File: config.mk
export PLATFORM = sky130hd
export DESIGN_NAME = reg_file_mp
export DESIGN_NICKNAME = d
export VERILOG_FILES = /design/src/rtl/reg_file_mp.sv
export SDC_FILE = /design/constraint.sdc
export NUM_CORES = 2
export LEC_CHECK = 0
export CORE_ASPECT_RATIO = 0.6
export CORE_MARGIN = 2
export CORE_UTILIZATION = 35
export DETAILED_ROUTE_END_ITERATION = 8
export PLACE_DENSITY = 0.59
export SETUP_SLACK_MARGIN = 0.1
export SLEW_MARGIN = 30
export SYNTH_ARGS = -nofsm -noshare
export SYNTH_HDL_FRONTEND = slang
export SYNTH_SLANG_ARGS = --single-unit
File: constraint.sdc
create_clock -name clk -period 58.1 [get_ports clk]
set_input_delay 17.43 -clock clk [delete_from_list [all_inputs] [get_ports clk]]
set_output_delay 17.43 -clock clk [all_outputs]
set_load 0.02 [all_outputs]
File: src/rtl/reg_file_mp.sv
// reg_file_mp: multi-port register file for the pipelined CPU.
//   - NRD combinational core read ports (write-first forwarding) with busy flags
//   - two write ports (wr1 wins on an address collision)
//   - per-register busy scoreboard (set by busy_set_en, cleared by writes)
//   - combinational debug read port (dbg_addr/dbg_data)
//   - scan engine dumping one entry per cycle to the SDU
// Ports:
//   clk, rst                          clock, asynchronous active-high reset
//   rd_addr/rd_data/rd_busy           packed core read ports, port i at [i*W +: W]
//   wr0_*/wr1_*                       write ports
//   busy_set_en/busy_set_addr         scoreboard set request
//   dbg_addr/dbg_data                 SDU read port
//   scan_start/busy/valid/idx/data/done  scan engine control and output stream
module reg_file_mp #(
  parameter int DATA_W   = 32,
  parameter int DEPTH    = 32,
  parameter int ADDR_W   = $clog2(DEPTH),
  parameter int NRD      = 2,
  parameter bit ZERO_REG = 1'b1
) (
  input  logic                  clk,
  input  logic                  rst,
  input  logic [NRD*ADDR_W-1:0] rd_addr,
  output logic [NRD*DATA_W-1:0] rd_data,
  output logic [NRD-1:0]        rd_busy,
  input  logic                  wr0_en,
  input  logic [ADDR_W-1:0]     wr0_addr,
  input  logic [DATA_W-1:0]     wr0_data,
  input  logic                  wr1_en,
  input  logic [ADDR_W-1:0]     wr1_addr,
  input  logic [DATA_W-1:0]     wr1_data,
  input  logic                  busy_set_en,
  input  logic [ADDR_W-1:0]     busy_set_addr,
  input  logic [ADDR_W-1:0]     dbg_addr,
  output logic [DATA_W-1:0]     dbg_data,
  input  logic                  scan_start,
  output logic                  scan_busy,
  output logic                  scan_valid,
  output logic [ADDR_W-1:0]     scan_idx,
  output logic [DATA_W-1:0]     scan_data,
  output logic                  scan_done
);

  typedef enum logic [1:0] {
    S_IDLE,
    S_SCAN,
    S_DONE
  } scan_state_t;

  localparam logic [ADDR_W-1:0] LAST = ADDR_W'(DEPTH - 1);

  logic [DATA_W-1:0] rf [DEPTH];
  logic [DEPTH-1:0]  busy;
  logic              w0_ok;
  logic              w1_ok;

  scan_state_t       state;
  scan_state_t       state_next;
  logic [ADDR_W-1:0] k;
  logic [DATA_W-1:0] scan_v;

  // Writes to entry 0 are dropped entirely when it is hardwired to zero.
  assign w0_ok = wr0_en && !(ZERO_REG && (wr0_addr == '0));
  assign w1_ok = wr1_en && !(ZERO_REG && (wr1_addr == '0));

  function automatic logic hit(input logic ok, input logic [ADDR_W-1:0] wa,
                               input logic [ADDR_W-1:0] a);
    return ok && (wa == a);
  endfunction

  // Write-first effective value of entry a.
  function automatic logic [DATA_W-1:0] eff(
    input logic [ADDR_W-1:0] a,
    input logic [DATA_W-1:0] stored,
    input logic              h0,
    input logic              h1,
    input logic [DATA_W-1:0] d0,
    input logic [DATA_W-1:0] d1
  );
    if (ZERO_REG && (a == '0)) return '0;
    if (h1) return d1;
    if (h0) return d0;
    return stored;
  endfunction

  // Storage
  always_ff @(posedge clk or posedge rst) begin
    if (rst) begin
      for (int unsigned j = 0; j < DEPTH; j++) rf[j] <= '0;
    end else begin
      for (int unsigned j = 0; j < DEPTH; j++) begin
        if (hit(w1_ok, wr1_addr, ADDR_W'(j)))      rf[j] <= wr1_data;
        else if (hit(w0_ok, wr0_addr, ADDR_W'(j))) rf[j] <= wr0_data;
      end
    end
  end

  // Scoreboard: a set in the same cycle as a completing write wins, since it
  // marks a newly issued producer for that register.
  always_ff @(posedge clk or posedge rst) begin
    if (rst) begin
      busy <= '0;
    end else begin
      for (int unsigned j = 0; j < DEPTH; j++) begin
        if (busy_set_en && (busy_set_addr == ADDR_W'(j)) && !(ZERO_REG && (j == 0)))
          busy[j] <= 1'b1;
        else if (hit(w0_ok, wr0_addr, ADDR_W'(j)) || hit(w1_ok, wr1_addr, ADDR_W'(j)))
          busy[j] <= 1'b0;
      end
    end
  end

  // Core read ports: forwarded data is never reported busy.
  always_comb begin
    rd_data = '0;
    rd_busy = '0;
    for (int unsigned i = 0; i < NRD; i++) begin
      logic [ADDR_W-1:0] a;
      logic              h0;
      logic              h1;
      a  = rd_addr[i*ADDR_W +: ADDR_W];
      h0 = hit(w0_ok, wr0_addr, a);
      h1 = hit(w1_ok, wr1_addr, a);
      rd_data[i*DATA_W +: DATA_W] = eff(a, rf[a], h0, h1, wr0_data, wr1_data);
      rd_busy[i] = busy[a] && !h0 && !h1;
    end
  end

  assign dbg_data = eff(dbg_addr, rf[dbg_addr],
                        hit(w0_ok, wr0_addr, dbg_addr), hit(w1_ok, wr1_addr, dbg_addr),
                        wr0_data, wr1_data);

  assign scan_v = eff(k, rf[k], hit(w0_ok, wr0_addr, k), hit(w1_ok, wr1_addr, k),
                      wr0_data, wr1_data);

  // Scan FSM
  always_ff @(posedge clk or posedge rst) begin
    if (rst) state <= S_IDLE;
    else     state <= state_next;
  end

  always_comb begin
    state_next = state;
    case (state)
      S_IDLE:  if (scan_start) state_next = S_SCAN;
      S_SCAN:  if (k == LAST) state_next = S_DONE;
      S_DONE:  state_next = S_IDLE;
      default: state_next = S_IDLE;
    endcase
  end

  assign scan_busy = (state != S_IDLE);

  // Scan outputs are registered; idx/data hold their last value outside SCAN.
  always_ff @(posedge clk or posedge rst) begin
    if (rst) begin
      k          <= '0;
      scan_idx   <= '0;
      scan_data  <= '0;
      scan_valid <= 1'b0;
      scan_done  <= 1'b0;
    end else begin
      case (state)
        S_SCAN: begin
          scan_idx   <= k;
          scan_data  <= scan_v;
          scan_valid <= 1'b1;
          scan_done  <= 1'b0;
          k          <= (k == LAST) ? '0 : k + 1'b1;
        end
        S_DONE: begin
          scan_valid <= 1'b0;
          scan_done  <= 1'b1;
        end
        default: begin
          scan_valid <= 1'b0;
          scan_done  <= 1'b0;
          k          <= '0;
        end
      endcase
    end
  end

endmodule
Word-level counts from Yosys, hierarchy flattened
Cells that the tools add are included.
{"block": "classes", "bitwise_logic": 4, "multipliers": 0, "add_sub_neg": 1, "muxes": 197, "shifts": 0, "div": 0, "n_eq_ne": 106, "order_cmp": 6, "reduce_logical": 218}
{"cell": "32-bit two-way mux", "count": 96}
{"cell": "32-bit binary-select mux with 5-bit select", "count": 4}
{"cell": "5-bit == test, second input constant", "count": 49}
{"cell": "2-bit nonzero test", "count": 64}
{"cell": "5-bit by 4-bit == test with 1-bit output, second input constant", "count": 24}
{"cell": "1-bit logical AND", "count": 109}
{"cell": "1-bit two-way mux", "count": 90}
{"cell": "5-bit by 3-bit == test with 1-bit output, second input constant", "count": 12}
{"cell": "5-bit == test", "count": 8}
{"cell": "1-bit logical OR", "count": 31}
{"cell": "5-bit by 2-bit == test with 1-bit output, second input constant", "count": 6}
{"cell": "5-bit logical NOT", "count": 6}
{"cell": "6-bit >= comparator, second input constant", "count": 4}
{"cell": "5-bit inverter with 6-bit output", "count": 4}
{"cell": "5-bit by 1-bit == test with 1-bit output, second input constant", "count": 3}
{"cell": "5-bit by 6-bit < comparator with 1-bit output, second input constant", "count": 2}
{"cell": "1-bit binary-select mux with 5-bit select", "count": 2}
{"cell": "5-bit case mux with 2 select lines", "count": 1}
{"cell": "1-bit logical NOT", "count": 6}
{"cell": "5-bit by 1-bit adder with 5-bit output, second input constant", "count": 1}
{"cell": "5-bit two-way mux", "count": 1}
{"cell": "2-bit two-way mux", "count": 2}
{"cell": "2-bit != test, second input constant", "count": 2}
{"cell": "2-bit case mux with 2 select lines", "count": 1}
{"cell": "4 further kinds", "count": 4}
{"block": "totals", "ram_bits": 0, "latchBits": 0, "romBits": 0, "output_inout_bits": 138, "memories": 0, "reg_bits": 1101, "word_cells": 601}

Depth between registers and ports, before layout
{"block": "depth", "depth_word": 11, "mapped_depth": 11, "mapped_depth_nobuf": 7}

Worst setup path before layout
No wires, ideal clock.
{"block": "synth_path", "path_type": "input port to output port", "start": "input port wr1_addr[3]", "end": "output port rd_data[54]", "t_required_ps": 40670, "arrival_ps": 19768, "path_stages": 7, "setup_slack_ps": 20902, "path_buffers": 2, "path_cell_list": "buf_2 xnor2_1 nand3_1 nor4_2 buf_2 a211oi_1 a2111oi_0"}
{"block": "synth_via", "elab_chain_cells": 9, "word_cells_on_any_way": 12, "classes_between": "eq/ne: 1; mux: 7; reduce/logical: 4"}
{"item": "from (decl)", "line": "30", "rtl": "input logic [ADDR_W-1:0] wr1_addr,"}
{"item": "5-bit logical NOT"}
{"item": "1-bit logical NOT", "line": "64", "rtl": "assign w1_ok = wr1_en && !(ZERO_REG && (wr1_addr == '0));"}
{"item": "1-bit logical AND", "line": "64"}
{"item": "1-bit logical AND (*)", "line": "68", "rtl": "return ok && (wa == a);"}
{"item": "32-bit two-way mux", "line": "81", "rtl": "if (h1) return d1;"}
{"item": "32-bit two-way mux", "line": "82", "rtl": "if (h0) return d0;"}
{"item": "32-bit two-way mux", "line": "83", "rtl": "return stored;"}
{"item": "32-bit two-way mux (*)", "line": "82"}
{"item": "32-bit two-way mux (*)", "line": "81"}
{"item": "to (decl)", "line": "24", "rtl": "output logic [NRD*DATA_W-1:0] rd_data,"}
Mark *: on every way between the ends. The rest lies on a longest branch, timed or not. The select of a mux whose other input is x is not followed.

Final worst setup path
{"block": "layout_path", "start": "input port wr1_addr[0]", "end": "output port rd_data[12]"}
Same word-level chain as after synthesis.

==> results.yml <==
run_status:
  status: "finished with violations"
  violations: "design-rule violations"
synthesis:
  synthFlopType: "dfrtp_1"
  ys_seq_area_share_pct: 32.1
  async_flop_share_pct: 100
  synth_top_area_share_pct: 32.1
  avgSynthCellArea_sq_um: 10.9
  synth_area_leader_cell: "dfrtp_1"
  synth_nets: 7992
  synth_seq_cells: 1101
  netlist_instances: 7889
  yosys_warnings: 0
  yosysUniqueCellTypes: 80
  synth_edf_count: 0
  synth.area.top_cells: "dfrtp_1, mux4_2, mux2i_1"
  synth_area_sq_um: 85700
timing:
  tns_ps: 0
  rsz0062_at_grt: "false"
  clock_skew_ps: 36.1
  max_slew.worst_pin.slew_ps: 1190
  fmax_mhz: 24.7
  finalCritPeriodShare_pct: 69.6
  max_slew_margin_pct: 20.9
  fin_crit_ps: 40420
  slew_violations: 0
  setup_viol: 0
  hold_viol: 0
power_and_ir_drop:
  vdd_ir_drop_max_v: 0.0000365
  power.leakage_nw: 37.4
  power_density_nw_per_um2: 39.1
place:
  place_inst: 10600
  placed_cell_area_sq_um: 90700
  place_congestion: 0.986
  port_buffers: 237
  dpl.hpwl_um: 263000
cells_and_area:
  utilization_pct: 38.9
  syn2layout_area_growth_pct: 10.4
  fill_cells: 23300
  fin_area_sq_um: 94700
  multi_input_area_sq_um: 54300
  layout_commonest_cell: "mux2i_1"
  final_layout_size_suffix_gt1_share_pct: 21.9
  regArea_sq_um: 27600
  final_nets: 7597
  stdcell_count: 10900
  final_cell_mix: "mux2i_1, dfrtp_1, mux4_2"
drt:
  vias: 79400
  viasPerCell: 7.29
  finalWirelength_um: 447000
  drt_iter0_markers: 15000
  drc: 11
  ant_nets: 0
  firstDrtPassIters: 9
  wl_per_cell_um: 41.0
critical_path:
  path_max_fanout: 29
  crit_start: "wr1_addr[0]"
  cp_slowest_stage_delay_ps: 1090
  end_kind: "output port"
  critPathArrivalTime_ps: 22990
  start_kind: "input port"
  path_cells: "clkdlybuf4s50_1, or2_1, o41ai_4, or4_2, buf_4, nand2_4, a2111oi_1, nor2_1, clkdlybuf4s50_1"
  crit_type: "in -> out"
  cp.buffers_inverters: 3
  r2r_start: "k[0]"
  required_ps: 40670
  path_common_cell: "clkdlybuf4s50_1"
  crit_family: "buffers and inverters"
  crit_slowest_cell: "a2111oi_1"
clock_tree:
  post_cts_resized: 0
  cts_buffers: 106
  clk_pin_slew_worst_paths_ps: 70
  holdBufCountCts: 0
  clock-sinks: 1101
  post_cts_buffers: 0
  clockBufferDepth: 3
  clk_latency_ps: 770
  h-tree-depth: 3
  cts_tree: "built"
  cts-root-buf: "clkbuf_16"
die:
  start_util_pct: 35.3
  core_sq_um: 243000
  die_area_sq_um: 249000
  row_count: 140
  die_y_um: 387
  ioPinCount: 238
  die-width_um: 643
min_path:
  hold_path.class: "reg -> reg"
  hp-start: "rf[997]"
global_route:
  grt_max_degree: 111
  grt_usage_pct: 34.7
  grt_pass1_vias: 72900
  antenna_found_initial: 43
  gr-total-overflow: 0
  grt_pass1_wl_um: 609000
flow_run:
  max_cap_violations: 0
registers in the layout, indices dropped and copies added (netlist names):
name / cells
busy: 31
scan_valid: 1
scan_data: 32
state: 2
rf: 1024
scan_done: 1
scan_idx: 5
k: 5
power by group:
group | leakage (nW) | internal (mW) | switching, mW
Combinational | 22.4 | 0.791 | 0.832
Clock | 1.81 | 0.428 | 0.362
Sequential | 13.2 | 0.973 | 0.319
Total | 37.4 | 2.19 | 1.51
cell usage after synthesis (23+ instances only):
cell type and instances:
mux4_2 1034, buf_4 55, mux2i_1 1287, o22ai_1 82
inv_1 31, nor2_1 754, nor3_1 29, a31oi_1 23
dfrtp_1 1101, o21ai_0 436, buf_2 305, buf_1 70
a22oi_1 188, o21ai_1 35, xnor2_1 28, a211oi_1 55
a32o_1 26, nand3_1 76, clkbuf_1 582, nand2_1 581
a21oi_1 766, nor2b_1 62
cells by family (layout without fill, tap and decap cells):
group                      Yosys count  in the layout  synth area share, %
adders and majority gates            3              3               0.0438
muxes                             2330           2330                 42.3
xor gates and xnor gates            40             40                0.409
buffers and inverters             1059            747                 5.43
AOI/OAI and AO/OA                 1750           1750                 11.9
other                                0             57                    0
DFF                               1101           1101                 32.1
and+or+nand+nor                   1606           1606                 7.78
routing by layer:
| layer | track usage [%] | vias to the layer above | share of wire (%) |
|---|---|---|---|
| met3 | 23.6 | 2078 | 20 |
| li1 | - | 29200 | - |
| met1 | 41.3 | 39500 | 34 |
| met4 | 22.0 | 78 | 7.6 |
| met2 | 44.4 | 8603 | 38 |
| met5 | 3.07 | - | 0.28 |
path summary, 6_finish.rpt:
check	to	slack (ps)	cells past startpoint
worst max-delay path	rd_data[12]	17680	9
worst min-delay path	rf[997]	440	0
worst max register to register	scan_data[5]	52000	9
worst min register to register	rf[997]	440	0
max in group asynchronous	rf[876]	36630	7
min in group asynchronous	rf[274]	17220	2
per-stage QoR:
step	setup slack [ps]	hold slack, ps	power (mW)
6_report	17680	444	3.71
5_1_grt	17330	461	3.80
4_1_cts	17650	445	3.61
3_5_place_dp	17660	430	2.83
3_3_place_gp	17690	416	2.79
2_1_floorplan	9670	423	2.27
layout make-up:
class                           instances  share of cell area [%]
Clock inverter                         48                   0.679
Timing Repair Buffer                  521                    5.03
Antenna cell                           57                   0.151
Clock buffer                          143                    3.20
Inverter                               35                   0.148
Multi-Input combinational cell       5729                    57.4
Sequential cell                      1101                    29.1
Tap cell                             3266                    4.32
(Power assumes the default switching activity.)
